### src/rtl/stream_parity_unit.sv
// Streaming parity generator/checker: XOR-accumulates framed WIDTH-bit words and
// hands back one parity result per frame. Define PARITY_ERRCNT_EN for a saturating error counter.
module stream_parity_unit #(
    parameter int WIDTH   = 4,
    parameter int MAX_LEN = 16,
    parameter int ODD     = 0
) (
    input  logic             clk,
    input  logic             rst,
    input  logic [WIDTH-1:0] in_data,
    input  logic             in_valid,
    input  logic             in_last,
    output logic             in_ready,
    input  logic             chk_en,
    input  logic             chk_bit,
    output logic             out_valid,
    input  logic             out_ready,
    output logic             out_parity,
    output logic             out_err,
    output logic             out_trunc,
`ifdef PARITY_ERRCNT_EN
    output logic [7:0]       err_count,
`endif
    output logic             busy
);

    localparam int               CNT_W   = $clog2(MAX_LEN + 1);
    localparam logic [CNT_W-1:0] LEN_MAX = CNT_W'(MAX_LEN);
    localparam logic             ODD_BIT = (ODD != 0);

    typedef enum logic [1:0] {IDLE, ACCUM, DONE} state_t;

    state_t           state;
    logic             acc;
    logic [CNT_W-1:0] cnt;
    logic             chk_en_q;
    logic             chk_bit_q;

    logic             xfer;
    logic             word_par;
    logic             acc_nxt;
    logic             par_nxt;
    logic             final_word;
    logic [CNT_W-1:0] cnt_nxt;

    // IDLE starts a fresh frame, so the incoming word seeds the accumulator directly.
    always_comb begin
        xfer       = in_valid & in_ready;
        word_par   = ^in_data;
        acc_nxt    = (state == IDLE) ? word_par : (acc ^ word_par);
        cnt_nxt    = (state == IDLE) ? CNT_W'(1) : (cnt + CNT_W'(1));
        final_word = in_last | (cnt_nxt == LEN_MAX);
        par_nxt    = acc_nxt ^ ODD_BIT;
    end

    assign in_ready = (state != DONE);
    assign busy     = (state != IDLE);
    assign out_err  = chk_en_q & (out_parity != chk_bit_q);

    always_ff @(posedge clk or posedge rst) begin
        if (rst) begin
            state      <= IDLE;
            acc        <= 1'b0;
            cnt        <= '0;
            chk_en_q   <= 1'b0;
            chk_bit_q  <= 1'b0;
            out_valid  <= 1'b0;
            out_parity <= 1'b0;
            out_trunc  <= 1'b0;
        end else begin
            case (state)
                IDLE, ACCUM: begin
                    if (xfer) begin
                        acc <= acc_nxt;
                        cnt <= cnt_nxt;
                        if (final_word) begin
                            state      <= DONE;
                            chk_en_q   <= chk_en;
                            chk_bit_q  <= chk_bit;
                            out_valid  <= 1'b1;
                            out_parity <= par_nxt;
                            out_trunc  <= ~in_last;
                        end else begin
                            state <= ACCUM;
                        end
                    end
                end
                DONE: begin
                    // Check bits are cleared too so out_err cannot leak outside a valid result.
                    if (out_ready) begin
                        state      <= IDLE;
                        acc        <= 1'b0;
                        cnt        <= '0;
                        chk_en_q   <= 1'b0;
                        chk_bit_q  <= 1'b0;
                        out_valid  <= 1'b0;
                        out_parity <= 1'b0;
                        out_trunc  <= 1'b0;
                    end
                end
                default: state <= IDLE;
            endcase
        end
    end

`ifdef PARITY_ERRCNT_EN
    function automatic logic [7:0] sat_inc8(input logic [7:0] v);
        return (v == 8'hFF) ? v : (v + 8'd1);
    endfunction

    always_ff @(posedge clk or posedge rst) begin
        if (rst) begin
            err_count <= 8'd0;
        end else if ((state == DONE) && out_ready && out_err) begin
            err_count <= sat_inc8(err_count);
        end
    end
`endif

endmodule

### config.mk
export PLATFORM = sky130hd
export DESIGN_NAME = stream_parity_unit
export DESIGN_NICKNAME = d
export VERILOG_FILES = /design/src/rtl/stream_parity_unit.sv
export SDC_FILE = /design/constraint.sdc
export NUM_CORES = 1
export LEC_CHECK = 0
export CAP_MARGIN = 10
export CORE_MARGIN = 1.5
export CORE_UTILIZATION = 52
export DETAILED_ROUTE_END_ITERATION = 10
export PLACE_DENSITY = 0.93
export SYNTH_ARGS = -nofsm -noshare
export SYNTH_HDL_FRONTEND = slang
export SYNTH_SLANG_ARGS = --single-unit
export TNS_END_PERCENT = 50
### constraint.sdc
create_clock -name clk -period 3 [get_ports clk]
set_input_delay 0.6 -clock clk [delete_from_list [all_inputs] [get_ports clk]]
set_output_delay 0.6 -clock clk [all_outputs]
set_load 0.02 [all_outputs]
==> results by group, run 1 <==
Floorplan
  – Io pins: 17
  – Area of the core: roughly 1300 um2
  – DIE HEIGHT: 41.34 um
  – Die ar.: about 1700 um2
  – Die width: about 41 um
  – Starting density of the core: around 57%
  – Rows: 13

Timing
  – Fin crit share: 75.11%
  – Headroom to the max-slew limit: between 60% and 70%
  – Min cycle time layout: around 2300 ps
  – Final max-slew violation count: 0
  – Post-route setup slack: between 700 and 800 ps
  – Layout Skew: about 3.5 ps
  – Final-report hold violation count: 0
  – RSZ-0062 raised after global routing: no
  – Worst-Margin Slew: slightly above 500 ps
  – Fmax: approximately 0.44 GHz
  – Final setup vio count: 0
  – Setup_tns: 0 ps

Hold path
  – Hold Crit Class: flip-flop to flip-flop
  – Hold Crit Endpoint: out_valid$_DFFE_PP0P_
  – Worst Min Path Start: out_valid$_DFFE_PP0P_
  – Worst Hold Depth: 1

Logic synthesis
  – Register bit total from synthesis: 13
  – Yosys cell types: 29
  – Gate Count Post-Synth: 78
  – Top-area cell type share of the netlist area: between 40% and 50%
  – Syn_nets: 90
  – Warnings, synthesis: 0
  – Register area share after synthesis: between 40% and 50%
  – Cell area after synthesis: roughly 760 um2
  – Syn Area/Cell: between 9 and 10 um2
  – Top post-synthesis cells by area: dfrtp_1 43%, mux2i_1 5.2%, nand3_1 4.6%, xnor2_1 4.6%, o21ai_0 3.9%
  – Yosys top cell by area: dfrtp_1

Global route
  – Largest net degree at the start of global routing: 14
  – Global-route wire length before repair: roughly 2700 um
  – Initial antenna violation count: 0
  – Gr ovfl total: 0
  – Number of global-route vias before repair: about 610
  – Overall Global Routing Usage: 25.56%

Worst setup path
  – Nature of the critical path startpoint: flip-flop
  – Worst setup EP type: primary output
  – Reg2reg setup slack: between 1000 and 1500 ps
  – Worst R2R Path Depth: 6
  – CP max stage cell: clkdlybuf4s50_1
  – FF-to-FF End: chk_bit_q$_DFFE_PP0P_
  – CP max stage delay: 540 ps
  – CP Max Fanout: 10
  – Critical path data arrival time: 1650 ps
  – Crit path required time: about 2400 ps
  – CP Class: flip-flop to primary output
  – Critical R2R Launch: cnt[0]$_DFFE_PP0P_
  – Cell Chain, Critical Path: or2_2, clkdlybuf4s50_1

Placed design
  – Placer Congestion: around 0.82
  – DP Worst Slack: between 900 and 1000 ps
  – DP Wirelength: around 1300 um
  – PortBufs: 16
  – Placed Instances: roughly 110

Route
  – Vias after detailed routing: between 600 and 700
  – DR iter-0 viols: 20
  – # DRC: 0
  – DRT Pass-1 Iters: 4
  – Drt via density: ~5.8
  – Final ANT Viol Nets: 0
  – DRT Wirelength: 1686 um
  – WL/cell: approximately 15 um

Clocking
  – Clk root buf: clkbuf_4
  – Worst-path clk slew: about 80 ps
  – Clock Sinks: 13
  – Total CTS buffers: 3
  – Post-CTS sizing: 0
  – Setup repair bufs after CTS: 0
  – Clk buf depth: 2
  – CTS tree: yes
  – CTS H-tree depth: 1
  – Later-pin clock latency in the skew report: 270 ps
  – CTS Hold Bufs: 0

Power
  – Pint: about 360 uW
  – Flop pwr share: between 40% and 50%
  – Power share of the combinational group: around 37%
  – Peak VDD IR: about 0.00034 V
  – Cell Pwr Density: ~600 nW/um2
  – Leak Pwr: just over 0.4 nW
  – Switching share of power: between 30% and 40%
  – Power consumption: between 500 and 600 uW
  – NetSw: 198.0 uW
  – Clk network pwr share: between 10% and 20%

Cells and area
  – Share of layout cells above drive strength 1: a little under an eighth
  – Area Overhead vs Synth: 24.22%
  – Register area: 325.3 um2
  – Final Non-Filler Cells: ~110
  – Nets@finish: 107
  – Most frequent cells in the layout: 16 x clkdlybuf4s50_1, 13 x dfrtp_1, 8 x nand2_1
  – Fillers: 97
  – Most common cell after layout, fill and taps aside: clkdlybuf4s50_1
  – Area of the multi-input gates: between 400 and 500 um2
  – Number of diodes: 0

Job
  – Number of max-cap violations: 0

Run status
  – Result of the run: finished, final reports clean
## cells by family after synthesis
| group | synth area share [%] |
|---|---|
| compound gates | 15.55 |
| xor+xnor | 6.874 |
| fa+ha+maj | 1.636 |
| buf+inv | 4.582 |
| flops | 42.55 |
| mux | 9.001 |
| simple gates | 19.81 |
## power by group through the flow
stage | sequential (mW) | combinational [mW] | clock [mW]
2_1_floorplan | 0.246 | 0.127 | 0
3_3_place_gp | 0.243 | 0.194 | 0
3_5_place_dp | 0.248 | 0.204 | 0
4_1_cts | 0.244 | 0.205 | 0.110
5_1_grt | 0.250 | 0.222 | 0.124
6_report | 0.246 | 0.204 | 0.107
## metrics by stage
| step | util [%] | cell area, um2 | hold WS (ps) |
|---|---|---|---|
| finish | 71.20 | 949.7 | 493.6 |
| global route | 71.20 | 949.7 | 541.6 |
| CTS | 71.20 | 949.7 | 500.5 |
| detailed placement | 69.23 | 923.4 | 482.5 |
| global placement | 69.23 | 923.4 | 473.2 |
| floorplan | - | 764.5 | 477.0 |
## flip-flops by register name (all words and copies together) (netlist names)
register,flops
out_trunc,1
cnt,5
out_parity,1
acc,1
state,2
out_valid,1
chk_en_q,1
chk_bit_q,1
## critical path: cells and delay by family, from the launching register on
family	cells	cell delay [ps]
flip-flops	1	480
buffers and inverters	1	540
AND/OR/NAND/NOR	1	360
## area by class of cell
| class | count | area share, % |
|---|---|---|
| Tap cell | 15 | 1.976 |
| Inverter | 4 | 1.581 |
| Sequential cell | 13 | 34.26 |
| Multi-Input combinational cell | 57 | 42.56 |
| Clock buffer | 4 | 2.767 |
| Timing Repair Buffer | 16 | 16.86 |
## synthesized netlist by cell type (all sizes together)
cell type / n
nor2: 3
o21ai: 7
mux2: 1
o21a: 1
inv: 4
nand2b: 3
mux2i: 5
o21bai: 2
or2: 1
a2bb2oi: 1
a21oi: 3
a31oi: 2
nand2: 8
o22ai: 1
nor3b: 1
and2: 1
nand3: 8
buf: 4
xor2: 2
nor2b: 1
dfrtp: 13
nand3b: 1
xnor2: 4
ha: 1
## how the worst max path moves through the flow
stage | start | to | slack [ps] | depth (start not counted)
after global routing | state[1]$_DFFE_PP0P_ | busy | 670 | 2
after detailed placement | in_data[3] | acc$_DFFE_PP0P_ | 930 | 6
after floorplan | cnt[0]$_DFFE_PP0P_ | out_parity$_DFFE_PP0P_ | 1410 | 6
after global placement | state[0]$_DFFE_PP0P_ | busy | 1050 | 2
final | state[1]$_DFFE_PP0P_ | busy | 750 | 2
after CTS | state[1]$_DFFE_PP0P_ | busy | 740 | 2
## layer usage
| metal | GRT usage, % | wire, um | up-vias |
|---|---|---|---|
| li1 | - | - | 298 |
| met1 | 30.33 | 682 | 296 |
| met2 | 41.41 | 871 | 29 |
| met3 | 4.787 | 80 | 6 |
| met4 | 17.74 | 52 | 0 |
| met5 | 0 | 0 | - |
Power figures use the tool's default switching activity.
==> run 2, diff against run 1 <==
--- a/config.mk
+++ b/config.mk
@@ -7,9 +7,9 @@
 export LEC_CHECK = 0
 export CAP_MARGIN = 10
 export CORE_MARGIN = 1.5
-export CORE_UTILIZATION = 52
+export CORE_UTILIZATION = 43
 export DETAILED_ROUTE_END_ITERATION = 10
-export PLACE_DENSITY = 0.93
+export PLACE_DENSITY = 0.84
 export SYNTH_ARGS = -nofsm -noshare
 export SYNTH_HDL_FRONTEND = slang
 export SYNTH_SLANG_ARGS = --single-unit
==> constraint.sdc (replaced) <==
create_clock -name clk -period 2 [get_ports clk]
set_input_delay 0.4 -clock clk [delete_from_list [all_inputs] [get_ports clk]]
set_output_delay 0.4 -clock clk [all_outputs]
set_load 0.02 [all_outputs]
==> run 2 against run 1 <==
  * Register-to-register slack worse by 980 ps
  * Total power up 49%
  * Sequential share of layout area down 1.1 points
  * Routed wire length down 5.5%
  * Clock skew up 5.3 ps
  * Non-clock buffer count up 4
  * Count of clock-buffer cells in the layout unchanged
  * Worst hold slack worse by 59 ps
  * Flip-flop and latch count unchanged
==> results by group, run 2 (synthesized netlist as in run 1, its figures left out) <==
Timing
  – Worst-Margin Slew: roughly 490 ps
  – Final setup vio count: 0
  – Final-report hold violation count: 0
  – Headroom to the max-slew limit: 67.33%
  – Min cycle time layout: roughly 1900 ps
  – Setup_tns: 0 ps
  – Final max-slew violation count: 0
  – RSZ-0062 raised after global routing: no
  – Layout Skew: a little under 9 ps
  – Fin crit share: between 90% and 100%
  – Fmax: ~0.52 GHz

Route
  – # DRC: 0
  – DRT Pass-1 Iters: 4
  – Final ANT Viol Nets: 0
  – Vias after detailed routing: between 600 and 700
  – DR iter-0 viols: 9
  – WL/cell: ~14 um
  – DRT Wirelength: around 1600 um
  – Drt via density: around 5.2

Clocking
  – Worst-path clk slew: 80 ps
  – Total CTS buffers: 3
  – CTS Hold Bufs: 0
  – Clock Sinks: 13
  – CTS H-tree depth: 1
  – Clk buf depth: 2
  – CTS tree: yes
  – Later-pin clock latency in the skew report: roughly 270 ps
  – Setup repair bufs after CTS: 0
  – Clk root buf: clkbuf_4

Worst setup path
  – CP max stage delay: roughly 600 ps
  – Cell Chain, Critical Path: buf_4, nand2b_1, clkdlybuf4s50_1
  – Critical path data arrival time: between 1500 and 2000 ps
  – CP Class: flip-flop to primary output
  – Crit-path leading delay family: buffers and inverters
  – Worst setup EP type: primary output
  – CP bufs+invs: 2
  – CP Max Fanout: 9
  – Crit path required time: roughly 1600 ps
  – CP max stage cell: clkdlybuf4s50_1
  – Nature of the critical path startpoint: flip-flop

Global route
  – Global routing's busiest layer: met2
  – Met3 Use GR: about 8.0%
  – Largest net degree at the start of global routing: 14
  – Gr ovfl total: 0
  – Initial antenna violation count: 0
  – Overall Global Routing Usage: 17.96%
  – Met1 Use GR: 22.83%
  – Met2 usage: between 20% and 30%
  – Global-route wire length before repair: 2587 um
  – Number of global-route vias before repair: slightly above 600

Power
  – Cell Pwr Density: 844.9 nW/um2
  – Leak Pwr: around 0.45 nW
  – Peak VDD IR: approximately 0.00053 V
  – Power consumption: slightly above 800 uW

Floorplan
  – Die ar.: about 2000 um2
  – Rows: 15
  – DIE HEIGHT: about 45 um
  – Io pins: 17
  – Starting density of the core: between 40% and 50%
  – Die width: about 45 um
  – Area of the core: 1689 um2

Hold path
  – Hold Crit Class: input pin to async pin

Cells and area
  – Nets@finish: 111
  – Largest registers: cnt: 5 flops, state: 2 flops
  – Most common cell after layout, fill and taps aside: clkdlybuf4s50_1
  – Share of layout cells above drive strength 1: about 16%
  – Number of diodes: 0
  – Area Overhead vs Synth: 28.81%
  – Largest register FFs: 5
  – Most frequent cells in the layout: 14 x clkdlybuf4s50_1, 12 x dfrtp_1, 8 x nand2_1
  – Reg with most FFs: cnt

Placed design
  – PortBufs: 16
  – Placer Congestion: approximately 0.81
  – DP Wirelength: around 1200 um

Run status
  – Result of the run: finished, final reports clean

Job
  – Number of max-cap violations: 0
## run 2: cell count changes in the layout (fill, tap and decap cells not counted), sizes merged
| cell | change |
|---|---|
| dlygate4sd2 | +1 |
| buf | +4 |
| clkdlybuf4s50 | -2 |
| dlymetal6s2s | +1 |
## run 2: worst reg2reg max path: cells and delay by family, from the launching register on
family | cells | cell delay (ps)
muxes | 2 | 540
AOI/OAI and AO/OA | 2 | 340
DFF | 1 | 430
adders and majority gates | 1 | 280
and+or+nand+nor | 1 | 130
## run 2: final timing paths
path                                          end                   from  cells past startpoint  slack (ps)
max in group asynchronous    state[0]$_DFFE_PP0P_                    rst                      2        1200
min                          chk_en_q$_DFFE_PP0P_                    rst                      2         430
min in group clk            out_valid$_DFFE_PP0P_  out_valid$_DFFE_PP0P_                      1         520
min reg2reg                 out_valid$_DFFE_PP0P_  out_valid$_DFFE_PP0P_                      1         520
max                                      in_ready   state[1]$_DFFE_PP0P_                      3          70
max reg2reg                out_parity$_DFFE_PP0P_     cnt[0]$_DFFE_PP0P_                      6         200
## run 2: routing by layer
layer	wire length, um	share of wire, %
met5	0	0
met4	14	0.88
met3	70	4.4
met2	808	51
met1	700	44
## run 2: timing repair
item / in CTS / in global routing
cloned: 0 / 0
resized for setup: 1 / 2
endpoints found under the setup margin: 1 / 2
## run 2: report_power, final
part	internal (mW)	switching, mW
combinational	0.155	0.158
clock	0.0773	0.0819
sequential	0.312	0.0484
total	0.544	0.288
## run 2: layout make-up
type,instances,area [um2]
repair buffers,20,191.4
flip-flops and latches,13,326.6
clock buffers,4,26.28
well taps,17,21.27
multi-input cells,57,404.1
inverters,4,15.01
fillers,154,704.4
## run 2: metrics by stage
stage	setup WS (ps)	cells	utilization [%]	instance area, um2	hold slack, ps
after global placement	279.9	111	56.59	955.9	479.3
after floorplan	405.9	78	-	764.5	277.0
after global routing	7.733	115	58.30	984.7	464.7
after CTS	47.82	115	58.07	980.9	456.5
after detailed placement	219.8	111	56.59	955.9	510.9
final	71.04	115	58.30	984.7	434.5
==> run 3, diff against run 2 <==
--- a/config.mk
+++ b/config.mk
@@ -10,6 +10,7 @@
 export CORE_UTILIZATION = 43
 export DETAILED_ROUTE_END_ITERATION = 10
 export PLACE_DENSITY = 0.84
+export SKIP_LAST_GASP = 1
 export SYNTH_ARGS = -nofsm -noshare
 export SYNTH_HDL_FRONTEND = slang
 export SYNTH_SLANG_ARGS = --single-unit
==> run 3 against run 2 <==
  * Setup slack lost 6.8 ps
  * Total power grew 0.20%
  * Final area shrank 0.25%
  * Critical endpoint is now out_err
  * Highest routed layer unchanged
==> results by group, run 3 (synthesized netlist as in run 1, its figures left out) <==
Run status
  – Result of the run: finished, final reports clean

Route
  – # DRC: 0
  – Final ANT Viol Nets: 0
  – WL/cell: 13.87 um
  – Drt via density: around 5.3
  – DRT Wirelength: 1595 um
  – DR iter-0 viols: 9
  – DRT Pass-1 Iters: 4
  – Vias after detailed routing: between 600 and 700

Worst setup path
  – Critical R2R Launch: cnt[0]$_DFFE_PP0P_
  – Crit-path leading delay family: buffers and inverters
  – CP Max Fanout: 2
  – Critical path data arrival time: roughly 1500 ps
  – CP max stage delay: between 500 and 600 ps
  – Cell Chain, Critical Path: xor2_1, and2_1, clkdlybuf4s50_1
  – CP Class: flip-flop to primary output
  – Worst setup EP type: primary output
  – Worst R2R Path Depth: 6
  – Nature of the critical path startpoint: flip-flop
  – CP bufs+invs: 1
  – Crit path required time: approximately 1600 ps
  – CP max stage cell: clkdlybuf4s50_1
  – Reg2reg setup slack: around 190 ps
  – FF-to-FF End: out_parity$_DFFE_PP0P_

Floorplan
  – Rows: 15
  – Starting density of the core: between 40% and 50%
  – Io pins: 17
  – Die ar.: just over 2000 um2
  – Die width: 45.17 um
  – DIE HEIGHT: 45.17 um
  – Area of the core: between 1500 and 2000 um2

Cells and area
  – Most frequent cells in the layout: 15 x clkdlybuf4s50_1, 12 x dfrtp_1, 8 x nand2_1
  – Largest register FFs: 5
  – Area Overhead vs Synth: 28.48%
  – Reg with most FFs: cnt
  – Share of layout cells above drive strength 1: between 10% and 20%
  – Final Util: 58.15%
  – Number of diodes: 0
  – Most common cell after layout, fill and taps aside: clkdlybuf4s50_1
  – Final Non-Filler Cells: 115
  – Largest registers: cnt: 5 flops, state: 2 flops
  – Nets@finish: 111
  – Post-route design area: 982.2 um2

Clocking
  – Clk buf depth: 2
  – Worst-path clk slew: roughly 80 ps
  – Clock Sinks: 13
  – Clk root buf: clkbuf_4
  – CTS tree: yes
  – Total CTS buffers: 3
  – CTS H-tree depth: 1
  – Later-pin clock latency in the skew report: ~270 ps

Global route
  – Initial antenna violation count: 0
  – Overall Global Routing Usage: between 10% and 20%
  – Met3 Use GR: around 8.0%
  – Global-route wire length before repair: about 2600 um
  – Met1 Use GR: 22.83%
  – Met2 usage: 28.86%
  – Largest net degree at the start of global routing: 14
  – Global routing's busiest layer: met2
  – Gr ovfl total: 0
  – Number of global-route vias before repair: slightly above 600

Hold path
  – Hold Crit Class: input pin to async pin

Timing
  – Headroom to the max-slew limit: about two thirds
  – RSZ-0062 raised after global routing: yes
  – Final-report hold violation count: 0
  – Tightest hold margin: between 400 and 500 ps
  – Fin crit share: 96.79%
  – Fmax: 0.5166 GHz
  – Post-route setup slack: about 64 ps
  – Worst-Margin Slew: between 400 and 500 ps
  – Final max-slew violation count: 0
  – Layout Skew: around 8.0 ps
  – Final setup vio count: 0
  – Min cycle time layout: 1936 ps

Placed design
  – DP Area: 955.9 um2
  – DP Wirelength: between 1000 and 1500 um
  – Placed Instances: about 110
  – DP Worst Slack: roughly 220 ps
  – Placer Congestion: 0.8052
  – PortBufs: 16

Power
  – Leak Pwr: approximately 0.43 nW
  – Cell Pwr Density: ~850 nW/um2
  – Peak VDD IR: 0.0005330 V

Job
  – Number of max-cap violations: 0
[run 3: area by class of cell]
type / count / area (um2)
Fill cell: 153 / 706.9
Clock buffer: 4 / 26.28
Sequential cell: 13 / 326.6
Multi-Input combinational cell: 57 / 404.1
Timing Repair Buffer: 20 / 188.9
Tap cell: 17 / 21.27
Inverter: 4 / 15.01
[run 3: how the worst max path moves through the flow]
stage	cells after the start	slack (ps)	startpoint	end
5_1_grt	3	-30	chk_bit_q$_DFFE_PP0P_	out_err
3_5_place_dp	6	220	cnt[0]$_DFFE_PP0P_	out_parity$_DFFE_PP0P_
4_1_cts	2	50	state[0]$_DFFE_PP0P_	in_ready
2_1_floorplan	6	410	cnt[0]$_DFFE_PP0P_	out_parity$_DFFE_PP0P_
3_3_place_gp	6	280	in_data[3]	acc$_DFFE_PP0P_
6_report	3	60	chk_bit_q$_DFFE_PP0P_	out_err
[run 3: per-layer routing]
layer  vias to the layer above  part of all wire (%)
li1                        310                     -
met1                       279                    44
met2                        19                    50
met3                         4                   5.3
met4                         0                   1.6
met5                         -                     0
[run 3: metrics by stage]
stage | power, mW | setup TNS (ps)
final | 0.8337 | 0
after global routing | 0.8957 | -30.20
after CTS | 0.8376 | 0
after detailed placement | 0.6815 | 0
after global placement | 0.6668 | 0
after floorplan | 0.5583 | 0
[run 3: timing repair]
action	in CTS	in global routing
gates resized for setup	1	1
endpoints found under the hold margin	0	0
setup endpoints to repair	1	2
hold buffers	0	0
pin swaps	0	0
setup buffers	0	0
[run 3: power by group]
part	switching [mW]	total, mW	internal (mW)
sequential	0.0487	0.361	0.312
clock	0.0816	0.159	0.0773
combinational	0.158	0.314	0.156
[run 3: worst reg2reg max path, cell delays in order, from the launching register on]
cell	delay (ps)
dfrtp_1	430
ha_1	280
nand3_1	130
mux2i_2	350
a31oi_4	180
o21ai_2	170
mux2i_1	190
